## config.mk

```make
export PLATFORM = sky130hd
export DESIGN_NAME = hdlc_tx_sequencer
export DESIGN_NICKNAME = d
export VERILOG_FILES = /design/src/rtl/hdlc_tx_sequencer.sv
export SDC_FILE = /design/constraint.sdc
export NUM_CORES = 1
export LEC_CHECK = 0
export CAP_MARGIN = 5
export CELL_PAD_IN_SITES_DETAIL_PLACEMENT = 1
export CELL_PAD_IN_SITES_GLOBAL_PLACEMENT = 1
export CORE_MARGIN = 4
export CORE_UTILIZATION = 46
export DETAILED_ROUTE_END_ITERATION = 8
export HOLD_SLACK_MARGIN = 0.08
export PLACE_DENSITY = 0.92
export SLEW_MARGIN = 15
export SYNTH_ARGS = -nofsm -noshare
export SYNTH_HDL_FRONTEND = slang
export SYNTH_SLANG_ARGS = --single-unit
export TNS_END_PERCENT = 20
```

## constraint.sdc

```tcl
create_clock -name Clk -period 3.74 [get_ports Clk]
set_input_delay 0.374 -clock Clk [delete_from_list [all_inputs] [get_ports Clk]]
set_output_delay 0.374 -clock Clk [all_outputs]
set_load 0.05 [all_outputs]
```

## src/rtl/hdlc_tx_sequencer.sv

```systemverilog
// hdlc_tx_sequencer: HDLC transmit framing with flags, zero insertion, CRC-16 FCS and abort
module hdlc_tx_sequencer #(
   parameter int MAX_FRAME = 126,
   parameter bit FCS_EN    = 1'b1
) (
   input  logic       Clk,
   input  logic       Rst,
   input  logic       Tx_Enable,
   input  logic       Tx_AbortFrame,
   input  logic       Tx_DataAvail,
   input  logic [7:0] Tx_FrameSize,
   input  logic [7:0] Tx_DataOutBuff,
   output logic       Tx_RdBuff,
   output logic       Tx,
   output logic       Tx_ValidFrame,
   output logic       Tx_Done,
   output logic       Tx_AbortedTrans
);
   localparam logic [2:0] IDLE = 3'd0, START = 3'd1, DATA = 3'd2, FCS = 3'd3, ENDFLAG = 3'd4, ABORT = 3'd5;
   logic [2:0]  state;
   logic [3:0]  bitIdx;
   logic        stuffing;
   logic [2:0]  onesCnt;
   logic [7:0]  shiftReg;
   logic [7:0]  holdByte;
   logic        rdDly;
   logic        havNext;
   logic [7:0]  bytesLeft;
   logic [15:0] crc;
   logic [15:0] crcNext;
   logic [7:0]  nextByte;
   logic        nextBit;
   logic        canStart;
   logic        abortNow;
   logic        stuffNow;
   logic        fb;
   // Bit-serial reflected CRC step, next-bit selection and status decode
   always_comb begin
      fb            = crc[0] ^ Tx;
      crcNext       = {1'b0, crc[15:1]} ^ ({16{fb}} & 16'hA001);
      nextByte      = rdDly ? Tx_DataOutBuff : holdByte;
      nextBit       = state == FCS ? crc[bitIdx + 4'd1] :
                      bitIdx != 4'd7 ? shiftReg[bitIdx[2:0] + 3'd1] :
                      havNext ? nextByte[0] : stuffing ? crc[0] : crcNext[0];
      canStart      = Tx_Enable && Tx_DataAvail && Tx_FrameSize != 8'd0 && {24'd0, Tx_FrameSize} <= MAX_FRAME;
      abortNow      = Tx_AbortFrame && (state == START || state == DATA || state == FCS);
      stuffNow      = (state == DATA || state == FCS) && onesCnt == 3'd5;
      Tx_RdBuff     = bytesLeft != 8'd0 && bitIdx == 4'd6 && (state == START || (state == DATA && !stuffing));
      Tx_Done       = Tx_RdBuff && bytesLeft == 8'd1;
      Tx_ValidFrame = state != IDLE && state != ABORT;
      Tx_AbortedTrans = state == ABORT && bitIdx == 4'd0;
   end
   // Each cycle places the next line bit on Tx; state and bitIdx always describe the bit on the line
   always_ff @(posedge Clk) begin
      if (Rst) begin
         state     <= IDLE;
         bitIdx    <= 4'd0;
         Tx        <= 1'b1;
         stuffing  <= 1'b0;
         onesCnt   <= 3'd0;
         shiftReg  <= 8'd0;
         holdByte  <= 8'd0;
         rdDly     <= 1'b0;
         havNext   <= 1'b0;
         bytesLeft <= 8'd0;
         crc       <= 16'd0;
      end else begin
         rdDly    <= Tx_RdBuff;
         stuffing <= 1'b0;
         if (rdDly) holdByte <= Tx_DataOutBuff;
         if (Tx_RdBuff) begin
            bytesLeft <= bytesLeft - 8'd1;
            havNext   <= 1'b1;
         end
         if (state == DATA && !stuffing) crc <= crcNext;
         if (abortNow) begin
            state  <= ABORT;
            bitIdx <= 4'd0;
            Tx     <= 1'b0;
         end else if (stuffNow) begin
            stuffing <= 1'b1;
            Tx       <= 1'b0;
            onesCnt  <= 3'd0;
         end else begin
            case (state)
               IDLE: if (canStart) begin
                  state     <= START;
                  bitIdx    <= 4'd0;
                  Tx        <= 1'b0;
                  bytesLeft <= Tx_FrameSize;
                  crc       <= 16'd0;
                  havNext   <= 1'b0;
                  onesCnt   <= 3'd0;
               end
               START: if (bitIdx == 4'd7) begin
                  state    <= DATA;
                  bitIdx   <= 4'd0;
                  shiftReg <= nextByte;
                  havNext  <= 1'b0;
                  Tx       <= nextByte[0];
                  onesCnt  <= {2'b00, nextByte[0]};
               end else begin
                  bitIdx <= bitIdx + 4'd1;
                  Tx     <= bitIdx != 4'd6;
               end
               DATA: if (bitIdx != 4'd7 || havNext) begin
                  bitIdx  <= {1'b0, bitIdx[2:0] + 3'd1};
                  Tx      <= nextBit;
                  onesCnt <= nextBit ? onesCnt + 3'd1 : 3'd0;
                  if (bitIdx == 4'd7) begin
                     shiftReg <= nextByte;
                     havNext  <= 1'b0;
                  end
               end else if (FCS_EN) begin
                  state   <= FCS;
                  bitIdx  <= 4'd0;
                  Tx      <= nextBit;
                  onesCnt <= nextBit ? onesCnt + 3'd1 : 3'd0;
               end else begin
                  state   <= ENDFLAG;
                  bitIdx  <= 4'd0;
                  Tx      <= 1'b0;
                  onesCnt <= 3'd0;
               end
               FCS: if (bitIdx != 4'd15) begin
                  bitIdx  <= bitIdx + 4'd1;
                  Tx      <= nextBit;
                  onesCnt <= nextBit ? onesCnt + 3'd1 : 3'd0;
               end else begin
                  state   <= ENDFLAG;
                  bitIdx  <= 4'd0;
                  Tx      <= 1'b0;
                  onesCnt <= 3'd0;
               end
               ENDFLAG: if (bitIdx == 4'd7) begin
                  state <= IDLE;
                  Tx    <= 1'b1;
               end else begin
                  bitIdx <= bitIdx + 4'd1;
                  Tx     <= bitIdx != 4'd6;
               end
               ABORT: begin
                  Tx <= 1'b1;
                  if (bitIdx == 4'd7) state <= IDLE;
                  else bitIdx <= bitIdx + 4'd1;
               end
               default: begin
                  state <= IDLE;
                  Tx    <= 1'b1;
               end
            endcase
         end
      end
   end
endmodule

```

==> summary.txt, run 1 <==
Route
  – Post-route ant nets: 0
  – First-pass detailed-route iteration total: 4
  – Vias after detailed routing: between 2,000 and 3,000
  – DR iter-0 viols: 185
  – Routed WL: approximately 8.0 mm
  – Via density: a little under 6
  – Wire per inst: 18.4 um
  – Post-route DRC: 0

Critical path
  – Reg2reg end: Tx
  – Worst setup path end: Tx_Done
  – CP top delay family: buffers and inverters
  – Slowest CP cell: clkdlybuf4s50_1
  – Worst path depth: 7
  – Startpoint Class: flop
  – Crit Path Max Fanout: 11
  – CP Data Required Time: 3.37 ns
  – Worst r2r src: bitIdx[0]
  – Critical Path, Cell by Cell: inv_1, ha_1, nand3b_1, a211o_1, a21oi_2, and3_1, clkdlybuf4s50_1
  – Buf/Inv on CP: 2
  – CP max stage delay: slightly above 0.8 ns
  – Critical setup path kind: flop to primary output
  – Flop2flop setup slack: approximately 0.81 ns
  – Endpoint type of the worst setup path: primary output
  – CP startpoint: bitIdx[0]
  – Reg2reg path depth: 7
  – Arrival @ worst endpoint: about 2.8 ns

Logic synthesis
  – Top_reg_cell synth: dfxtp_1
  – Yosys top cell by area: dfxtp_1
  – Compound-gate portion of the synthesized area: about 19%
  – Yosys reg bits: 54
  – Ranking of synthesized cells by area: dfxtp_1 (36%), a21oi_1 (5.0%), nand2_1 (4.8%)
  – Top post-synthesis cells by count: dfxtp_1 (54), nand2_1 (39), nor2_1 (39)
  – Main combinational cell family by area after synthesis: simple AND/OR/NAND/NOR gates
  – FFs w/ async S/R, synth: 0%
  – Synth Area in XOR/XNOR: about 4.3%
  – Post-Synth Adder-Cell Area: slightly below 3%
  – Area of the mapped netlist: a little over 0.003 mm2
  – Synth Area per Inst: around 8.8 um2
  – Synth Area in Simple Gates: 23.4%
  – Most common cell in the netlist: dfxtp_1
  – Synth cell types: 60
  – Sequential share of the synthesized area: around 36%
  – Ys Warns: 0
  – Synth top area share: between 30 and 40%
  – Post-synthesis mux area share: 8.49%
  – Post-synth EDFFs: 0
  – Syn Nets: 371
  – Syn Inst Count: approximately 340

Floorplan
  – Die X: about 90 um
  – Die height: 89.0 um
  – IO Pins: 26
  – Die Area: around 0.008 mm2
  – Initial Util: between 40% and 50%
  – Core area: approximately 0.0063 mm2
  – Row cnt: 29

Clock network
  – Post-CTS setup buffer count: 0
  – Hold_buf cts: 0
  – CTS Buf Count: 5
  – Skew-Pair Late Insertion Delay: ~0.31 ns
  – Cts repair resizes: 0
  – Clock-pin transition on the worst setup and hold timing paths: around 0.10 ns
  – Clock buffer depth: 2
  – Root Buffer: clkbuf_8
  – H-tree levels: 2
  – CTS sink cnt: 54
  – CTS tree: yes

Timing
  – Endpoints failing setup: 0
  – Fin crit period: 3.20 ns
  – Unrepaired setup endpoints after global routing: no
  – Clk_skew: roughly 0.010 ns
  – FMAX: around 310 MHz
  – Slew Limit Fails: 0
  – Worst-Margin Slew: between 0.9 and 1 ns
  – Final Cycle Share: between 80 and 90%
  – Endpoints failing hold: 0
  – Slew HR: between 30% and 40%
  – Final setup TNS: 0 ns

Pwr
  – Total power: about 0.0018 W
  – Worst VDD drop: slightly above 300 uV
  – Leakage power: between 1 and 1.5 nW
  – Cell Pwr Density: roughly 530 mW/mm2

Final layout
  – Fin nets: 387
  – Fraction of layout cells with a size suffix above 1: between 10% and 20%
  – Post-route cell area: about 0.0034 mm2
  – Number of inserted diodes: 0
  – Synth-to-Final Area Change: 12.1%
  – Fin cells: ~440

Place
  – Cells after DPL: roughly 430
  – HPWL after DPL: 6.02 mm
  – Post-DP Area: about 0.0033 mm2
  – # port buffers: 25
  – Final Wtd Congestion: approximately 0.87

Min path
  – HP Class: flop to flop
  – WHS Path Cells: 2

Global routing
  – First-pass GRT wire length: ~13 mm
  – Global route overflow: 0
  – Vias in the first global route: around 2,700
  – GRT Total Usage: between 20% and 30%
  – Pin count of the biggest net entering global routing: 29
  – Initial antenna violation count: 0

Job
  – Max Cap Viol: 0

Status
  – Status: complete, no violations
[flip-flops by register name, indices dropped and copies added, names as in the netlist]
signal,flops
shiftReg,8
rdDly,1
state,3
havNext,1
stuffing,1
bitIdx,4
crc,16
bytesLeft,8
Tx,1
holdByte,8
onesCnt,3
[cell usage in the layout (no fill, tap or decap), types with 6 or more instances in the layout]
cell	netlist	layout
dfxtp_1	54	54
nor2_1	39	39
nand2_1	39	39
a21oi_1	30	30
clkdlybuf4s50_1	0	25
a211oi_1	14	14
inv_1	13	13
nand3_1	12	12
mux2i_1	11	11
xor2_1	8	8
ha_1	7	7
clkbuf_8	0	7
nor3_1	6	6
o21ai_1	6	6
mux4_2	6	6
a211oi_2	6	6
[per-layer routing]
| metal | track usage [%] | up-vias | share of wire, % |
|---|---|---|---|
| met2 | 37.8 | 49 | 50 |
| met3 | 3.87 | 13 | 3.1 |
| met5 | 0 | - | 0 |
| li1 | - | 1257 | - |
| met1 | 27.7 | 1272 | 45 |
| met4 | 6.22 | 0 | 1.6 |
[cells by family after synthesis]
logic type,count (synthesis)
buf+inv,35
mux,18
flops,54
compound gates,83
simple gates,132
xor+xnor,14
fa+ha+maj,7
[final cells by class]
class | count | area, um2
clock buffer | 7 | 96.3
inverter | 14 | 52.6
fill | 738 | 2960
clock inverter | 1 | 8.76
multi-input combinational | 254 | 1760
tap | 77 | 96.3
sequential | 54 | 1080
timing repair buffer | 30 | 288
[worst reg2reg max path, delay by kind of cell, from the launching register on]
kind,cells,cell delay (ns)
buffers and inverters,1,0.14
and+or+nand+nor,1,0.32
adders and majority gates,1,0.56
DFF,1,0.67
AOI/OAI and AO/OA,3,0.53
muxes,1,0.57
[stage by stage]
stage | setup WS, ns | hold WS, ns | utilization (%)
2_1_floorplan | 1.22 | 0.442 | -
3_3_place_gp | 1.05 | 0.455 | 51.7
3_5_place_dp | 0.862 | 0.474 | 51.7
4_1_cts | 0.540 | 0.489 | 53.3
5_1_grt | 0.374 | 0.504 | 53.3
6_report | 0.539 | 0.485 | 53.3
[report_power, final]
part	switching (W)	internal [W]
combinational	0.000466	0.000283
clock	0.000199	0.000170
sequential	0.0000646	0.000616
total	0.000729	0.00107
[worst min path at each step]
stage | endpoint | from
after global routing | crc[9] | crc[10]
after floorplan | crc[10] | crc[11]
after global placement | crc[1] | crc[2]
after CTS | crc[13] | crc[13]
after detailed placement | crc[13] | crc[13]
final | crc[5] | crc[6]
No activity file was read; power rests on OpenSTA's default activity.
==> run 2, diff against run 1 <==
--- a/config.mk
+++ b/config.mk
@@ -9,10 +9,10 @@
 export CELL_PAD_IN_SITES_DETAIL_PLACEMENT = 1
 export CELL_PAD_IN_SITES_GLOBAL_PLACEMENT = 1
 export CORE_MARGIN = 4
-export CORE_UTILIZATION = 46
+export CORE_UTILIZATION = 44
 export DETAILED_ROUTE_END_ITERATION = 8
 export HOLD_SLACK_MARGIN = 0.08
-export PLACE_DENSITY = 0.92
+export PLACE_DENSITY = 0.89
 export SLEW_MARGIN = 15
 export SYNTH_ARGS = -nofsm -noshare
 export SYNTH_HDL_FRONTEND = slang
==> constraint.sdc (replaced) <==
create_clock -name Clk -period 3.2 [get_ports Clk]
set_input_delay 0.32 -clock Clk [delete_from_list [all_inputs] [get_ports Clk]]
set_output_delay 0.32 -clock Clk [all_outputs]
set_load 0.05 [all_outputs]
==> run 2 against run 1 <==
  * Die area is 4.1% higher
  * Sequential power rose by 17%
  * Combinational power increased by 15%
  * Register-to-register slack got worse by 0.37 ns
  * Critical endpoint unchanged
  * Highest routed layer unchanged
==> summary.txt, run 2 (synthesized netlist as in run 1, its figures left out) <==
Floorplan
  – Die Area: 0.00825 mm2 (+4.1%)
  – Initial Util: 46.5% (-1.1 points)
  – Row cnt: 29 (unchanged)
  – Core area: 0.00649 mm2 (+2.3%)
  – Die X: 90.9 um (+2.0%)
  – Die height: 90.9 um (+2.0%)
  – IO Pins: 26 (unchanged)

Global routing
  – Pin count of the biggest net entering global routing: 29 (unchanged)
  – Global route overflow: 0 (unchanged)
  – Vias in the first global route: 2,647 (-3.1%)
  – Initial antenna violation count: 0 (unchanged)
  – First-pass GRT wire length: 12.9 mm (-4.3%)
  – GRT Total Usage: 19.0% (-2.8 points)

Timing
  – Unrepaired setup endpoints after global routing: no
  – Clk_skew: 0.0126 ns (+0.00224 ns)
  – Worst-Margin Slew: 0.854 ns (-0.140 ns)
  – Slew Limit Fails: 0 (unchanged)
  – Slew HR: 42.5% (+9.1 points)
  – Fin crit period: slightly below 3 ns
  – Worst setup margin: 0.294 ns (-0.245 ns)
  – Endpoints failing hold: 0 (unchanged)
  – Final Cycle Share: between 90% and 100%
  – FMAX: roughly 340 MHz
  – Hold Slack: 0.477 ns (-0.00805 ns)
  – Final setup TNS: 0 ns (unchanged)
  – Endpoints failing setup: 0 (unchanged)

Route
  – Via density: 5.89 (-0.73%)
  – Vias after detailed routing: 2,578 (-0.50%)
  – Post-route DRC: 0 (unchanged)
  – Post-route ant nets: 0 (unchanged)
  – Wire per inst: 17.3 um (-5.7%)
  – Routed WL: 7.59 mm (-5.5%)
  – DR iter-0 viols: 120 (-35%)
  – First-pass detailed-route iteration total: 4 (unchanged)

Clock network
  – Hold_buf cts: 0 (unchanged)
  – H-tree levels: 2 (unchanged)
  – CTS tree: yes
  – Post-CTS setup buffer count: 0 (unchanged)
  – CTS sink cnt: 54 (unchanged)
  – Skew-Pair Late Insertion Delay: 0.32 ns (about the same)
  – Root Buffer: clkbuf_8
  – Cts repair resizes: 0 (unchanged)
  – Clock-pin transition on the worst setup and hold timing paths: 0.11 ns (about the same)
  – CTS Buf Count: 5 (unchanged)
  – Clock buffer depth: 2 (unchanged)

Pwr
  – Worst VDD drop: 393 uV (+28%)
  – Psw: 0.000850 W (+17%)
  – Cell Pwr Density: 614 mW/mm2 (+16%)
  – Clk pwr share: 20.4% (about the same)
  – Comb pwr share: 41.2% (-0.4 points)
  – Leakage power: 1.15 nW (+0.49%)
  – Switching Share: 40.8% (+0.25 points)
  – Reg power frac: 38.4% (+0.5 points)
  – P_int: 0.00123 W (+15%)

Critical path
  – Startpoint Class: flop
  – Endpoint type of the worst setup path: primary output
  – Arrival @ worst endpoint: 2.59 ns (-0.24 ns)
  – Critical setup path kind: flop to primary output
  – CP Data Required Time: 2.88 ns (-0.49 ns)
  – Crit Path Max Fanout: 12 (+1)

Place
  – Final Wtd Congestion: 0.800 (-8.0%)
  – Worst slack at placement: 0.443 ns (-0.419 ns)
  – # port buffers: 25 (unchanged)
  – HPWL after DPL: 5.64 mm (-6.4%)

Final layout
  – Number of inserted diodes: 0 (unchanged)
  – Most common cell after layout, fill and taps aside: dfxtp_1
  – Fin nets: 388 (+0.26%)
  – Fraction of layout cells with a size suffix above 1: 13.0% (+0.80 points)
  – Most frequent cells in the layout: dfxtp_1 (54), nor2_1 (39), nand2_1 (39)
  – Fill cells: 766 (+3.8%)
  – Largest Register: crc
  – Finished Core Util: 52.3% (-1.1 points)
  – Area occupied by multi-input gates: 0.00176 mm2 (unchanged)
  – Synth-to-Final Area Change: 12.4%
  – Sequential cell area: 0.00108 mm2 (unchanged)
  – Max reg flops: 16 (unchanged)

Job
  – Max Cap Viol: 0 (unchanged)

Status
  – Status: complete, no violations

Min path
  – HP Class: flop to flop
[run 2: through the flow]
step,cells,area (um2),power [W]
3_5_place_dp,430,3300,0.00167
5_1_grt,438,3400,0.00221
6_report,438,3400,0.00208
2_1_floorplan,343,3020,0.00147
3_3_place_gp,430,3300,0.00163
4_1_cts,438,3400,0.00209
[run 2: metal layers]
| layer | wire length, um | share of wire [%] | track usage (%) | vias up |
|---|---|---|---|---|
| met5 | 0 | 0 | 0 | - |
| met4 | 90 | 1.2 | 5.15 | 0 |
| met3 | 320 | 4.2 | 3.67 | 11 |
| met1 | 3370 | 44 | 23.6 | 1260 |
| met2 | 3810 | 50 | 33.5 | 49 |
| li1 | - | - | - | 1258 |
[run 2: path summary, 6_finish.rpt]
| path | startpoint | endpoint | slack (ns) | cells after the start |
|---|---|---|---|---|
| min reg2reg | crc[15] | crc[14] | 0.48 | 2 |
| max reg2reg | bitIdx[0] | onesCnt[2] | 0.44 | 8 |
| min | crc[15] | crc[14] | 0.48 | 2 |
| max | bitIdx[0] | Tx_Done | 0.29 | 7 |
[run 2: critical path, cell delays in order (launching register included)]
cell	delay (ns)
dfxtp_1	0.49
inv_1	0.17
ha_1	0.17
nand3b_1	0.14
a211o_1	0.37
a21oi_2	0.48
and3_1	0.29
buf_12	0.15
[run 2: layout make-up]
type | count | area share (%)
Clock buffer | 6 | 2.43
Clock inverter | 2 | 0.479
Inverter | 14 | 1.55
Multi-Input combinational cell | 254 | 52.0
Sequential cell | 54 | 31.8
Tap cell | 77 | 2.84
Timing Repair Buffer | 31 | 8.92
[run 2: power by group through the flow]
stage                     logic, W  clock network [W]  registers [W]
final                     0.000858           0.000425       0.000800
after global routing      0.000938           0.000457       0.000811
after CTS                 0.000856           0.000436       0.000800
after detailed placement  0.000850                  0       0.000815
after global placement    0.000825                  0       0.000808
after floorplan           0.000677                  0       0.000793
==> run 3, diff against run 2 <==
--- a/config.mk
+++ b/config.mk
@@ -9,10 +9,11 @@
 export CELL_PAD_IN_SITES_DETAIL_PLACEMENT = 1
 export CELL_PAD_IN_SITES_GLOBAL_PLACEMENT = 1
 export CORE_MARGIN = 4
-export CORE_UTILIZATION = 44
+export CORE_UTILIZATION = 40
 export DETAILED_ROUTE_END_ITERATION = 8
 export HOLD_SLACK_MARGIN = 0.08
-export PLACE_DENSITY = 0.89
+export PLACE_DENSITY = 0.86
+export SETUP_SLACK_MARGIN = 0.5
 export SLEW_MARGIN = 15
 export SYNTH_ARGS = -nofsm -noshare
 export SYNTH_HDL_FRONTEND = slang
==> constraint.sdc (replaced) <==
create_clock -name Clk -period 2.6 [get_ports Clk]
set_input_delay 0.26 -clock Clk [delete_from_list [all_inputs] [get_ports Clk]]
set_output_delay 0.26 -clock Clk [all_outputs]
set_load 0.05 [all_outputs]
==> run 3 against run 2 <==
  * Power grew 41%
  * Final area grew 14%
  * Critical path depth is the same
  * Combinational power grew 59%
  * Clock skew shrank 0.0046 ns
  * Clock power grew 42%
  * Final cell count grew 12%
  * Largest power group unchanged
==> summary.txt, run 3 (synthesized netlist as in run 1, its figures left out) <==
Timing
  – Slew HR: 41.5% (-0.96 points)
  – Final setup TNS: 0 ns (unchanged)
  – Clk_skew: 0.00794 ns (-0.00463 ns)
  – Worst-Margin Slew: 0.868 ns (+0.0143 ns)
  – Endpoints failing hold: 0 (unchanged)
  – Slew Limit Fails: 0 (unchanged)
  – Endpoints failing setup: 0 (unchanged)
  – Unrepaired setup endpoints after global routing: yes
  – Final Cycle Share: a little under nine tenths
  – Fin crit period: roughly 2.2 ns
  – Worst setup margin: 0.361 ns (+0.0677 ns)
  – FMAX: roughly 450 MHz

Final layout
  – Number of inserted diodes: 0 (unchanged)
  – Fill cells: 861 (+12%)
  – Max reg flops: 16 (unchanged)
  – Synth-to-Final Area Change: 28.2%
  – Fin nets: 417 (+7.5%)
  – Most frequent cells in the layout: dfxtp_1 (45), nor2_1 (39), nand2_1 (39)
  – Finished Core Util: 53.1% (+0.81 points)
  – Most common cell after layout, fill and taps aside: dfxtp_1
  – Fraction of layout cells with a size suffix above 1: 26.9% (+14 points)
  – Largest Register: crc
  – Area occupied by multi-input gates: 0.00190 mm2 (+7.8%)
  – Sequential cell area: 0.00110 mm2 (+1.5%)

Floorplan
  – Die X: 94.9 um (+4.5%)
  – Row cnt: 31 (+6.9%)
  – Initial Util: 41.4% (-5.1 points)
  – Core area: 0.00729 mm2 (+12%)
  – IO Pins: 26 (unchanged)
  – Die Area: 0.00901 mm2 (+9.1%)
  – Die height: 94.9 um (+4.5%)

Global routing
  – Vias in the first global route: 2,847 (+7.6%)
  – First-pass GRT wire length: 14.5 mm (+13%)
  – Pin count of the biggest net entering global routing: 28 (-3.4%)
  – GRT Total Usage: 20.4% (+1.4 points)
  – Initial antenna violation count: 0 (unchanged)
  – Global route overflow: 0 (unchanged)

Pwr
  – Worst VDD drop: 242 uV (-38%)
  – Leakage power: 1.34 nW (+17%)
  – Cell Pwr Density: 760 mW/mm2 (+24%)

Critical path
  – CP startpoint: bitIdx[1]
  – Endpoint type of the worst setup path: flop
  – Worst path depth: 7 (unchanged)
  – Startpoint Class: flop
  – Worst setup path end: Tx
  – Worst r2r src: bitIdx[1]
  – Critical Path, Cell by Cell: inv_2, ha_4, mux4_2, o31ai_4, a211oi_4, nor4bb_1, o21ai_1
  – Crit Path Max Fanout: 6 (-6)
  – Flop2flop setup slack: 0.36 ns (-0.08 ns)
  – Arrival @ worst endpoint: 2.43 ns (-0.16 ns)
  – Reg2reg path depth: 7 (-1)
  – Critical setup path kind: flop to flop
  – CP top delay family: multiplexers
  – Reg2reg end: Tx
  – CP Data Required Time: 2.79 ns (-0.09 ns)
  – Buf/Inv on CP: 1 (-1)
  – Slowest CP cell: mux4_2
  – CP max stage delay: 0.57 ns (+0.08 ns)

Clock network
  – CTS sink cnt: 54 (unchanged)
  – CTS Buf Count: 5 (unchanged)
  – Skew-Pair Late Insertion Delay: 0.32 ns (about the same)
  – Clock-pin transition on the worst setup and hold timing paths: 0.10 ns (about the same)
  – Clock buffer depth: 2 (unchanged)
  – H-tree levels: 2 (unchanged)
  – Root Buffer: clkbuf_8
  – CTS tree: yes
  – Hold_buf cts: 0 (unchanged)

Place
  – # port buffers: 25 (unchanged)
  – Worst slack at placement: 0.208 ns (-0.235 ns)
  – HPWL after DPL: 5.61 mm (-0.40%)
  – Final Wtd Congestion: 0.838 (+4.7%)

Route
  – Routed WL: 9.56 mm (+26%)
  – Wire per inst: 19.5 um (+13%)
  – First-pass detailed-route iteration total: 4 (unchanged)
  – Post-route ant nets: 0 (unchanged)
  – DR iter-0 viols: 243 (+100%)
  – Vias after detailed routing: 2,810 (+9.0%)
  – Post-route DRC: 0 (unchanged)
  – Via density: 5.75 (-2.4%)

Min path
  – Hold_sp: crc[5]
  – HP Class: flop to flop

Job
  – Max Cap Viol: 0 (unchanged)

Status
  – Status: complete, no violations
## run 3: changes by cell type in the layout (fill, tap and decap cells not counted), sizes merged
cell and change:
clkdlybuf4s50 -2, buf +31, clkbuf -1, bufinv +1
## run 3: through the flow
stage	hold WS (ns)	instances	area (um2)	total power, W
6_report	0.479	489	3870	0.00294
5_1_grt	0.496	489	3870	0.00309
4_1_cts	0.481	475	3650	0.00279
3_5_place_dp	0.465	456	3370	0.00207
3_3_place_gp	0.454	456	3370	0.00204
2_1_floorplan	0.404	343	3030	0.00181
## run 3: what timing repair did
item | CTS | global route
gates resized for setup | 23 | 19
buffers inserted | 11 | 13
pin swaps | 9 | 5
setup endpoints to repair | 25 | 39
gates cloned | 0 | 1
## run 3: worst min path at each step
stage	endpoint	slack [ns]	cells after the start
4_1_cts	crc[13]	0.48	2
2_1_floorplan	bytesLeft[1]	0.40	2
3_5_place_dp	crc[13]	0.47	2
3_3_place_gp	crc[7]	0.45	2
5_1_grt	crc[5]	0.50	2
6_report	crc[4]	0.48	2
## run 3: area by class of cell
cell class	count	area share, %
clock inverter	3	1.26
clock buffer	5	1.78
inverter	14	1.36
multi-input combinational	254	49.1
timing repair buffer	60	14.9
tap	99	3.20
sequential	54	28.3
## run 3: layer usage
layer  part of all wire [%]  global-route usage, %  vias to the layer above
li1                       -                      -                     1313
met1                     41                   25.2                     1397
met2                     53                   37.2                       76
met3                    3.2                   2.79                       24
met4                    2.5                   5.05                        0
met5                      0                      0                        -
## run 3: worst reg2reg max path, stage by stage (launching register included)
cell and delay (ns):
dfxtp_4 0.38, inv_2 0.05, ha_4 0.32, mux4_2 0.58, o31ai_4 0.28, a211oi_4 0.08, nor4bb_1 0.29, o21ai_1 0.13
## run 3: power breakdown
part,internal [W],switching (W)
registers,0.000896,0.0000798
logic,0.000554,0.000811
clock network,0.000294,0.000308
total,0.00174,0.00120
